<file path="src/rtl/axis_dot_seq_pkg.sv">
// Shared types for the dot-product sequencer: FSM states, float constants
// and the {valid, lane} tag that tracks each fmac operation in flight.
package dot_pkg;

    localparam int LANE_W = 4;

    localparam logic [31:0] FP_ONE  = 32'h3F80_0000;
    localparam logic [31:0] FP_ZERO = 32'h0000_0000;

    typedef enum logic [2:0] {
        ACCUM,
        DRAIN,
        REDUCE_ISSUE,
        REDUCE_WAIT,
        OUT
    } state_e;

    typedef struct packed {
        logic              valid;
        logic [LANE_W-1:0] lane;
    } tag_t;

endpackage

</file>
<file path="src/rtl/axis_dot_seq_tag_delay_line.sv">
// Shift register that follows each fmac issue through the pipeline so the
// result can be steered back to the lane it belongs to.
module tag_delay_line
    import dot_pkg::*;
#(
    parameter int DEPTH = 4
) (
    input  logic clk,
    input  logic rst,
    input  tag_t tag_i,
    output tag_t head_o,
    output logic busy_o
);

    tag_t stage_q [DEPTH];

    always_ff @(posedge clk or posedge rst) begin
        if (rst) begin
            for (int i = 0; i < DEPTH; i++) begin
                stage_q[i] <= '0;
            end
        end else begin
            stage_q[0] <= tag_i;
            for (int i = 1; i < DEPTH; i++) begin
                stage_q[i] <= stage_q[i-1];
            end
        end
    end

    assign head_o = stage_q[DEPTH-1];

    // Busy ignores the head: a head tag retires in the current cycle.
    always_comb begin
        busy_o = 1'b0;
        for (int i = 0; i < DEPTH - 1; i++) begin
            busy_o = busy_o | stage_q[i].valid;
        end
    end

endmodule

</file>
<file path="src/rtl/axis_dot_seq.sv">
// Dot-product sequencer in front of axis_fmac: spreads products over
// LATENCY+1 partial-sum lanes, then folds the lanes into one result.
module axis_dot_seq
    import dot_pkg::*;
#(
    parameter int LATENCY = 4
) (
    input  logic        clk,
    input  logic        rst,
    input  logic [31:0] S_A_TDATA,
    input  logic [31:0] S_B_TDATA,
    input  logic        S_TVALID,
    input  logic        S_TLAST,
    output logic        S_TREADY,
    output logic [31:0] F_A_TDATA,
    output logic [31:0] F_B_TDATA,
    output logic [31:0] F_C_TDATA,
    output logic        F_TVALID,
    input  logic [31:0] F_OUT_TDATA,
    input  logic        F_OUT_TVALID,
    output logic [31:0] M_TDATA,
    output logic        M_TVALID,
    input  logic        M_TREADY
);

    localparam int NLANES = LATENCY + 1;
    localparam int IDX_W  = $clog2(NLANES);
    localparam logic [IDX_W-1:0] LAST_LANE = IDX_W'(NLANES - 1);

    state_e            state_q, state_d;
    logic [31:0]       lane_q [NLANES];
    logic [NLANES-1:0] used_q, used_d;
    logic [IDX_W-1:0]  ptr_q, ptr_d;
    logic [IDX_W-1:0]  red_q, red_d;
    logic [IDX_W-1:0]  red_nxt;

    tag_t tag_in;
    tag_t tag_head;
    logic tag_busy;
    logic wr_en;

    tag_delay_line #(
        .DEPTH (LATENCY)
    ) u_tags (
        .clk    (clk),
        .rst    (rst),
        .tag_i  (tag_in),
        .head_o (tag_head),
        .busy_o (tag_busy)
    );

    assign wr_en   = tag_head.valid & F_OUT_TVALID;
    assign red_nxt = red_q + 1'b1;

    always_comb begin
        state_d   = state_q;
        used_d    = used_q;
        ptr_d     = ptr_q;
        red_d     = red_q;
        tag_in    = '0;
        S_TREADY  = 1'b0;
        F_TVALID  = 1'b0;
        F_A_TDATA = FP_ZERO;
        F_B_TDATA = FP_ZERO;
        F_C_TDATA = FP_ZERO;
        M_TVALID  = 1'b0;
        M_TDATA   = FP_ZERO;

        case (state_q)
            ACCUM: begin
                S_TREADY = !rst;
                if (S_TVALID && !rst) begin
                    F_TVALID    = 1'b1;
                    F_A_TDATA   = S_A_TDATA;
                    F_B_TDATA   = S_B_TDATA;
                    F_C_TDATA   = used_q[ptr_q] ? lane_q[ptr_q] : FP_ZERO;
                    tag_in.valid = 1'b1;
                    tag_in.lane  = LANE_W'(ptr_q);
                    used_d[ptr_q] = 1'b1;
                    ptr_d = (ptr_q == LAST_LANE) ? '0 : ptr_q + 1'b1;
                    if (S_TLAST) begin
                        state_d = DRAIN;
                    end
                end
            end
            DRAIN: begin
                // Lanes fill from 0 upward, so lane 1 unused means one lane.
                if (!tag_busy) begin
                    if (used_q[1]) begin
                        red_d   = IDX_W'(1);
                        state_d = REDUCE_ISSUE;
                    end else begin
                        state_d = OUT;
                    end
                end
            end
            REDUCE_ISSUE: begin
                F_TVALID  = 1'b1;
                F_A_TDATA = lane_q[red_q];
                F_B_TDATA = FP_ONE;
                F_C_TDATA = lane_q[0];
                tag_in.valid = 1'b1;
                tag_in.lane  = '0;
                state_d = REDUCE_WAIT;
            end
            REDUCE_WAIT: begin
                if (wr_en && tag_head.lane == '0) begin
                    if (red_q != LAST_LANE && used_q[red_nxt]) begin
                        red_d   = red_nxt;
                        state_d = REDUCE_ISSUE;
                    end else begin
                        state_d = OUT;
                    end
                end
            end
            OUT: begin
                M_TVALID = 1'b1;
                M_TDATA  = lane_q[0];
                if (M_TREADY) begin
                    used_d  = '0;
                    ptr_d   = '0;
                    state_d = ACCUM;
                end
            end
            default: state_d = ACCUM;
        endcase
    end

    always_ff @(posedge clk or posedge rst) begin
        if (rst) begin
            state_q <= ACCUM;
            used_q  <= '0;
            ptr_q   <= '0;
            red_q   <= '0;
        end else begin
            state_q <= state_d;
            used_q  <= used_d;
            ptr_q   <= ptr_d;
            red_q   <= red_d;
        end
    end

    always_ff @(posedge clk or posedge rst) begin
        if (rst) begin
            for (int i = 0; i < NLANES; i++) begin
                lane_q[i] <= FP_ZERO;
            end
        end else if (wr_en) begin
            for (int i = 0; i < NLANES; i++) begin
                if (tag_head.lane == LANE_W'(i)) begin
                    lane_q[i] <= F_OUT_TDATA;
                end
            end
        end
    end

endmodule

</file>
<file path="config.mk">
export PLATFORM = sky130hd
export DESIGN_NAME = axis_dot_seq
export DESIGN_NICKNAME = d
export VERILOG_FILES = /design/src/rtl/axis_dot_seq_pkg.sv /design/src/rtl/axis_dot_seq_tag_delay_line.sv /design/src/rtl/axis_dot_seq.sv
export SDC_FILE = /design/constraint.sdc
export NUM_CORES = 1
export LEC_CHECK = 0
export BUFFER_PORTS_ARGS = -buffer_cell sky130_fd_sc_hd__buf_2
export CELL_PAD_IN_SITES_DETAIL_PLACEMENT = 1
export CELL_PAD_IN_SITES_GLOBAL_PLACEMENT = 1
export CORE_MARGIN = 1.5
export CORE_UTILIZATION = 48
export CTS_BUF_LIST = sky130_fd_sc_hd__clkbuf_4
export CTS_CLUSTER_DIAMETER = 120
export CTS_CLUSTER_SIZE = 10
export DETAILED_ROUTE_END_ITERATION = 10
export GPL_ROUTABILITY_DRIVEN = 1
export GPL_TIMING_DRIVEN = 0
export MAX_ROUTING_LAYER = met4
export PLACE_DENSITY_LB_ADDON = 0.08
export SYNTH_ARGS = -nofsm -noshare
export SYNTH_HDL_FRONTEND = slang
export SYNTH_HIERARCHICAL = 1
export SYNTH_SLANG_ARGS = --single-unit
export TNS_END_PERCENT = 20
</file>
<file path="constraint.sdc">
create_clock -name clk -period 9.35 [get_ports clk]
set_input_delay 1.87 -clock clk [delete_from_list [all_inputs] [get_ports clk]]
set_output_delay 1.87 -clock clk [all_outputs]
set_load 0.02 [all_outputs]
</file>
Word level (Yosys, flattened, before mapping)
Index checks and enable logic that the tools add are counted. W data, S select, Z words.

Input bits: 102. Register bits after elaboration: 194. Output and inout port bits: 131. Logic and storage cells: 109.

Add/sub/neg operators: 2. Multiplexer cells: 45. Bitwise operators: 6. Magnitude comparators: 5. Eq/ne operators: 17. Reduce and logical (&&, ||, !) cells: 17.

Operators with widths (number): $mux W32 (9); $bmux W32 S3 (2); $pmux W32 S2 (3); $mux W3 (13); $pmux W5 S2 (2); $mux W5 (3); $pmux W3 S5 (1); $ne A2 B2 Y1 const B (7); $pmux W3 S2 (2); $reduce_and A2 Y1 (5); $reduce_and A5 Y1 (2); $eq A4 B2 Y1 const B (2); $ge A4 B4 Y1 const B (2); $lt A3 B4 Y1 const B (2); $not A3 Y4 (2); $add A3 B1 Y3 const B (2); $bmux W1 S3 (2); $eq A3 B2 Y1 const B (2); $eq A3 B3 Y1 const B (2); $mux W1 (6); $or A5 B5 Y5 (1); $eq A4 B1 Y1 const B (1); $eq A4 B3 Y1 const B (1); $logic_and A1 B1 Y1 (4); 12 further kinds (14).

Depth between registers and ports, before layout
Gate-level depths: netlist (run 1).

Depth after elaboration: 7. Mapped depth: 9. Depth with buffers taken out: 7.

Hierarchy
Netlist (run 1), hierarchy kept.

By module, submodules not included: axis_dot_seq (area each 10278.6 um^2, cells each 957, times used 1, sequential area each 4354.2 um^2); tag_delay_line (area each 548.0 um^2, cells each 27, times used 1, sequential area each 500.5 um^2).

Worst setup path after synthesis (run 1)
Ideal clock, no wire load.

Kind: input-to-output. Start point: input port rst. End point: output port F_A_TDATA[18]. Path slack: 4.490 ns. Data arrival time: 2.990 ns. Data required time: 7.480 ns. Buffers on the path: 2. Stages on the path: 7. Cell sequence: nor3b_1 > o21ai_2 > nor2_2 > buf_2 > buf_2 > nand2_1 > o21ai_0.

Word-level cells in the longest chain between the ends: 4.

Ends and longest elaborated chain: from (decl) (line axis_dot_seq.sv:9) `input logic rst,`; $logic_not A1 Y1 (no line); $logic_and A1 B1 Y1 (line axis_dot_seq.sv:72) `if (S_TVALID && !rst) begin`; $mux W32 (line axis_dot_seq.sv:72); $pmux W32 S2 (line axis_dot_seq.sv:69) `case (state_q)`; to (decl) (line axis_dot_seq.sv:15) `output logic [31:0] F_A_TDATA,`.

Every way passes these cells.

Final worst setup path (run 1)
Start point: input port rst. End point: output port F_A_TDATA[12].

The elaborated chain is that of the path after synthesis.

==> results.json, run 1 <==
{
  "status": "finished with violations",
  "violations": "DRC",
  "dpl.hpwl_um": 28300,
  "path_clk_slew_ns": 0.16,
  "die_width_um": 153.2,
  "synth-edff-count": 0,
  "fp.dieH_um": 153.2,
  "grt_setup_unrepaired": "false",
  "setup_ws_ns": 3.494,
  "power_leakage_nw": 6.497,
  "max_freq_ghz": 0.1708,
  "synth_top_area_cell": "dfrtp_1",
  "grtUsageMet2_pct": 59.20,
  "grt_pass1_vias": 10120,
  "grt_use_total_pct": 36.15,
  "setup-tns-final_ns": 0,
  "slew_headroom_pct": 34.19,
  "maxCapViolCount": 0,
  "critPathCaptureType": "primary output",
  "first_pass_iters": 8,
  "synth_seq_cells": 194,
  "grt_max_degree": 122,
  "cts_resized": 0,
  "grt.met3_usage_pct": 6.238,
  "path_cells": "buf_2 > nor3b_1 > o21ai_2 > nor2_2 > buf_2 > buf_2 > o2bb2ai_1 > buf_2",
  "ir_drop_mv": 0.1203,
  "synthDistinctLibCells": 48,
  "postCtsSetupBuffers": 0,
  "crit_path_top_delay_cell": "buf_2",
  "synth.yosys.warnings": 6,
  "cts.sinks": 194,
  "route.vias.total": 9636,
  "root_buffer": "clkbuf_4",
  "seq_area_um2": 4855,
  "cp_top_family": "buffers and inverters",
  "grt_pass1_wl_um": 60780,
  "overflow": 0,
  "place_ws_ns": 3.532,
  "hold_class": "reg -> reg",
  "cp_max_fo": 10,
  "async_flop_share_pct": 100.0,
  "layout_min_cycle_time_ns": 5.856,
  "antenna_found_initial": 3,
  "synth_fp_nets": 1090,
  "grt_util_met1_pct": 44.00,
  "die-area_um2": 23470,
  "start_util_pct": 49.30,
  "fin_crit_sh_pct": 62.63,
  "yosysTopAreaCellShare_pct": 44.84,
  "place.gp.congestion": 0.9005,
  "floorplan.rows": 54,
  "vias_per_cell": 6.282,
  "synth_top_flop_cell": "dfrtp_1",
  "clk_latency_ns": 0.62,
  "whs_ns": 0.3699,
  "drc": 14,
  "cts_buffers": 17,
  "setup_violations": 0,
  "io_pins": 233,
  "drtIter0Drc": 830,
  "drv_slew": 0,
  "final_nets": 1342,
  "synth_cells": 984,
  "finClkSkew_ns": 0.02819,
  "tightest_slew_ns": 0.9871,
  "worst_setup_path_start_kind": "primary input",
  "cts_tree": "yes",
  "seq_area_frac_synth_pct": 44.84,
  "path_buf_inv": 4,
  "hold_viol_final": 0,
  "synth_area_leaders": "dfrtp_1, mux2_2, mux4_2, nand2_1, mux2i_1",
  "power.density_nw_per_um2": 270.3,
  "slowest_delay_ns": 0.39,
  "wl_um": 40400,
  "detail_route.wl_per_cell_um": 26.33,
  "worst-endpoint-arrival_ns": 3.99,
  "crit_top_cell": "buf_2",
  "clk_path_buf_depth": 2,
  "worst_ep_required_time_ns": 7.48,
  "syn_to_final_growth_pct": 16.90,
  "syn_avg_cell_area_um2": 11.00,
  "multi_input_area_um2": 5444,
  "critPathKind": "in -> out",
  "cts_max_level": 4,
  "dpl_cell_area_um2": 12370,
  "top_usage_layer": "met2",
  "holdBufCountCts": 0,
  "antenna_left": 0,
  "nFillCells": 2484,
  "fp.coreArea_um2": 21960,
  "drive_gt1_share_pct": 38.75,
  "post-route-util_pct": 57.64,
  "port_buffers": 232,
  "fin_area_um2": 12660,
  "syn-cell-area_um2": 10830
}
-- synthesized netlist by cell type (all sizes together), types with 2 or more instances --
library cell,count
nor2b,5
mux4,40
ha,4
nand2,135
and2,29
nand3,9
nand2b,3
o21ai,28
o22ai,27
a22o,32
a21oi,35
o2bb2ai,21
nand4,2
mux2i,39
nor2,38
clkbuf,30
a22oi,47
nor3,6
buf,59
nand3b,2
inv,17
a31oi,7
and3,32
mux2,129
dfrtp,194
-- cells by family (layout without fill, tap and decap cells) --
| group | count (synthesis) | count (layout) | synth area share [%] |
|---|---|---|---|
| AOI/OAI and AO/OA | 202 | 202 | 12.86 |
| xor gates and xnor gates | 1 | 1 | 0.08091 |
| adders and majority gates | 4 | 4 | 0.4623 |
| buffers and inverters | 107 | 372 | 4.877 |
| DFF | 194 | 194 | 44.84 |
| muxes | 208 | 208 | 25.34 |
| other | 1 | 6 | 0.03464 |
| and+or+nand+nor | 267 | 267 | 11.50 |
-- worst reg2reg max path, delay by kind of cell (launching register included) --
| family | cells | cell delay (ns) |
|---|---|---|
| and+or+nand+nor | 1 | 0.16 |
| AOI/OAI and AO/OA | 1 | 0.15 |
| DFF | 1 | 0.39 |
| buffers and inverters | 3 | 1.04 |
| adders and majority gates | 1 | 0.38 |
| muxes | 3 | 0.89 |
-- layout make-up --
| cell class | instances | share of cell area [%] |
|---|---|---|
| Antenna cell | 5 | 0.09886 |
| Inverter | 18 | 0.5932 |
| Multi-Input combinational cell | 683 | 43.02 |
| Clock inverter | 15 | 1.127 |
| Clock buffer | 17 | 1.008 |
| Tap cell | 280 | 2.768 |
| Sequential cell | 194 | 38.36 |
| Timing Repair Buffer | 233 | 9.392 |
| Buffer | 89 | 3.638 |
-- sequential cells by signal, summed over array words and instances, names as in the netlist --
| register | cells |
|---|---|
| red_q | 3 |
| u_tags/head_o | 5 |
| ptr_q | 3 |
| used_q | 5 |
| u_tags/stage_q | 15 |
| state_q | 3 |
| lane_q | 160 |
-- per-layer routing --
layer,wire (um),up-vias
li1,-,4109
met1,15710,4953
met2,19840,468
met3,3260,106
met4,1591,0
met5,0,-
-- final timing paths --
check,startpoint,endpoint,slack (ns),depth (start not counted)
worst max-delay path,rst,F_A_TDATA[12],3.49,8
worst min-delay path,u_tags/stage_q[5]$_DFF_PP0_,u_tags/head_o[0]$_DFF_PP0_,0.37,0
worst max register to register,red_q[1]$_DFFE_PP0P_,red_q[1]$_DFFE_PP0P_,6.28,9
worst min register to register,u_tags/stage_q[5]$_DFF_PP0_,u_tags/head_o[0]$_DFF_PP0_,0.37,0
max in group asynchronous,rst,lane_q[61]$_DFFE_PP0P_,7.14,3
min in group asynchronous,rst,lane_q[28]$_DFFE_PP0P_,1.27,2
-- where the power goes --
| group | internal [mW] | switching (mW) |
|---|---|---|
| logic | 0.634 | 1.08 |
| registers | 1.04 | 0.199 |
| clock network | 0.140 | 0.327 |
-- metrics by stage --
| step | total power [mW] | instances |
|---|---|---|
| 6_report | 3.420 | 1534 |
| 2_1_floorplan | 2.301 | 984 |
| 3_3_place_gp | 2.879 | 1496 |
| 3_5_place_dp | 2.932 | 1497 |
| 4_1_cts | 3.394 | 1529 |
| 5_1_grt | 3.576 | 1534 |
-- layout by cell type (no fill, tap or decap), drive strengths merged, types with 2 or more instances in the layout --
master,n
nand2b,3
a31oi,7
o22ai,27
a21oi,35
nand4,2
a22oi,47
o21ai,28
inv,25
clkinv,7
a22o,32
mux4,40
and3,32
mux2i,39
ha,4
nor2,38
nor3,6
diode,5
nand3,9
buf,292
mux2,129
nand2,135
nor2b,5
and2,29
dfrtp,194
nand3b,2
clkbuf,47
o2bb2ai,21
Power figures use the tool's default switching activity.
==> run 2, diff against run 1 <==
--- a/config.mk
+++ b/config.mk
@@ -9,7 +9,7 @@
 export CELL_PAD_IN_SITES_DETAIL_PLACEMENT = 1
 export CELL_PAD_IN_SITES_GLOBAL_PLACEMENT = 1
 export CORE_MARGIN = 1.5
-export CORE_UTILIZATION = 48
+export CORE_UTILIZATION = 40
 export CTS_BUF_LIST = sky130_fd_sc_hd__clkbuf_4
 export CTS_CLUSTER_DIAMETER = 120
 export CTS_CLUSTER_SIZE = 10
==> constraint.sdc (replaced) <==
create_clock -name clk -period 5.3 [get_ports clk]
set_input_delay 1.06 -clock clk [delete_from_list [all_inputs] [get_ports clk]]
set_output_delay 1.06 -clock clk [all_outputs]
set_load 0.02 [all_outputs]
==> run 2 against run 1 <==
Net effect:
- the run now ends clean
- design area grew 1.5%
- wire length rose by 2.3%
- first-iteration DRC count decreased by 5.1%
- utilization shrank 9.6 points
- sequential power grew 76%
- clock power rose by 92%
- register-to-register slack worse by 4.1 ns
- flip-flop and latch count unchanged
- count of clock-buffer cells in the layout is 1 higher
- combinational power rose by 77%
- die area rose by 20%
- via count down 2.4%
- largest cell class unchanged
- largest power group unchanged
==> results.json, run 2 (synthesized netlist as in run 1, its figures left out) <==
{
  "critPathKind": "reg -> out",
  "min_from": "u_tags/stage_q[17]$_DFF_PP0_",
  "hold_path_end": "u_tags/stage_q[12]$_DFF_PP0_",
  "holdBufCountCts": 0,
  "top_register": "lane_q",
  "design_power_total_mw": 6.116,
  "nFillCells": 3072,
  "dpl.hpwl_um": 29210,
  "start_util_pct": 40.51,
  "wl_um": 41330,
  "cts.sinks": 194,
  "clk_latency_ns": 0.63,
  "min_delay_path_depth": 0,
  "hold_class": "reg -> reg",
  "r2r_slack_ns": 2.16,
  "postCtsSetupBuffers": 0,
  "setup-tns-final_ns": 0,
  "rr_worst_depth": 9,
  "place.gp.congestion": 0.8473,
  "grt_setup_unrepaired": "false",
  "worst_setup_path_start_kind": "register",
  "slew_headroom_pct": 33.16,
  "power.density_nw_per_um2": 476.4,
  "fin_crit_sh_pct": 83.33,
  "cts_max_level": 4,
  "reg2reg_from": "red_q[1]$_DFFE_PP0P_",
  "grt_max_degree": 40,
  "die_width_um": 167.5,
  "detail_route.wl_per_cell_um": 25.91,
  "die-area_um2": 28060,
  "clk_path_buf_depth": 2,
  "first_pass_iters": 5,
  "worst-endpoint-arrival_ns": 3.36,
  "drtIter0Drc": 788,
  "floorplan.rows": 60,
  "cts_tree": "yes",
  "route.vias.total": 9405,
  "cp_max_fo": 10,
  "fp.dieH_um": 167.5,
  "grt_pass1_vias": 9614,
  "status": "complete, no violations",
  "overflow": 0,
  "layout_min_cycle_time_ns": 4.417,
  "cts_buffers": 17,
  "tightest_slew_ns": 1.003,
  "power_leakage_nw": 6.546,
  "grt_pass1_wl_um": 61000,
  "antenna_found_initial": 0,
  "layout_commonest_cell": "buf_2",
  "root_buffer": "clkbuf_4",
  "post-route-util_pct": 48.04,
  "path_clk_slew_ns": 0.20,
  "cts_resized": 0,
  "grt_use_total_pct": 30.47,
  "drc": 0,
  "final_cell_mix": "buf_2, dfrtp_1, nand2_1",
  "port_buffers": 232,
  "top_regs": "lane_q x160, u_tags/stage_q x15",
  "max_freq_ghz": 0.2264,
  "io_pins": 233,
  "ir_drop_mv": 0.1582,
  "syn_to_final_growth_pct": 18.59,
  "fp.coreArea_um2": 26730,
  "worst_ep_required_time_ns": 4.24,
  "maxCapViolCount": 0,
  "largest_reg_flops": 160,
  "setup_violations": 0,
  "vias_per_cell": 5.897,
  "drv_slew": 0,
  "drive_gt1_share_pct": 39.19,
  "antenna_left": 0,
  "final_nets": 1346,
  "critPathCaptureType": "primary output",
  "hold_viol_final": 0,
  "finClkSkew_ns": 0.03529,
  "r2r-end": "red_q[1]$_DFFE_PP0P_"
}
[run 2: cell types whose count changed in the layout (fill, tap and decap cells not counted), sizes merged]
cell      previous run  this run
buf                292       296
diode                5         1
clkbuf              47        48
clkinv               7         6
clkinvlp             0         1
inv                 25        24
[run 2: worst max-delay path by stage]
stage / from / to / slack, ns / cells after the start
after global routing: state_q[1]$_DFFE_PP0P_ / F_A_TDATA[16] / 0.72 / 7
after floorplan: rst / lane_q[0]$_DFFE_PP0P_ / 2.02 / 1
after CTS: state_q[1]$_DFFE_PP0P_ / F_A_TDATA[16] / 0.86 / 7
after detailed placement: rst / F_A_TDATA[16] / 1.07 / 8
final: state_q[1]$_DFFE_PP0P_ / F_A_TDATA[16] / 0.88 / 7
after global placement: rst / lane_q[68]$_DFFE_PP0P_ / 0.60 / 2
[run 2: layout make-up]
cell class                 instances  area [um^2]  share of cell area [%]
clock inverter                    14        183.9                   1.432
clock buffer                      18        135.1                   1.052
antenna                            1        2.502                 0.01949
tap                              341        426.7                   3.323
multi-input combinational        683         5444                   42.40
timing repair buffer             237         1261                   9.823
sequential                       194         4855                   37.81
inverter                          18        71.32                  0.5554
buffer                            89        460.4                   3.586
[run 2: report_power, final]
part / switching [mW] / internal [mW] / total [mW]
registers: 0.346 / 1.83 / 2.18
clock network: 0.625 / 0.271 / 0.896
logic: 1.92 / 1.12 / 3.04
total: 2.89 / 3.22 / 6.12
[run 2: metrics by stage]
| stage | std cells | setup slack (ns) | instance area [um^2] | hold slack, ns |
|---|---|---|---|---|
| 2_1_floorplan | 984 | 2.015 | 10830 | 0.3312 |
| 3_3_place_gp | 1557 | 0.6039 | 12420 | 0.3325 |
| 3_5_place_dp | 1562 | 1.073 | 12520 | 0.3381 |
| 4_1_cts | 1594 | 0.8588 | 12840 | 0.3473 |
| 5_1_grt | 1594 | 0.7157 | 12840 | 0.3650 |
| 6_report | 1595 | 0.8833 | 12840 | 0.3541 |
[run 2: routing by layer]
metal  part of all wire (%)  GRT usage, %  vias up
met5                      0             -        -
met4                    1.8         7.246        0
met3                    5.6         4.042       44
met2                     48         48.68      381
met1                     45         41.31     4878
li1                       -             -     4102
[run 2: worst max-delay path, stage by stage (launching register included)]
cell       delay, ns
dfrtp_1         0.45
nor2_2          0.43
o21ai_2         0.25
nor2_2          0.37
buf_2           0.33
buf_2           0.41
o2bb2ai_1       0.25
buf_2           0.24
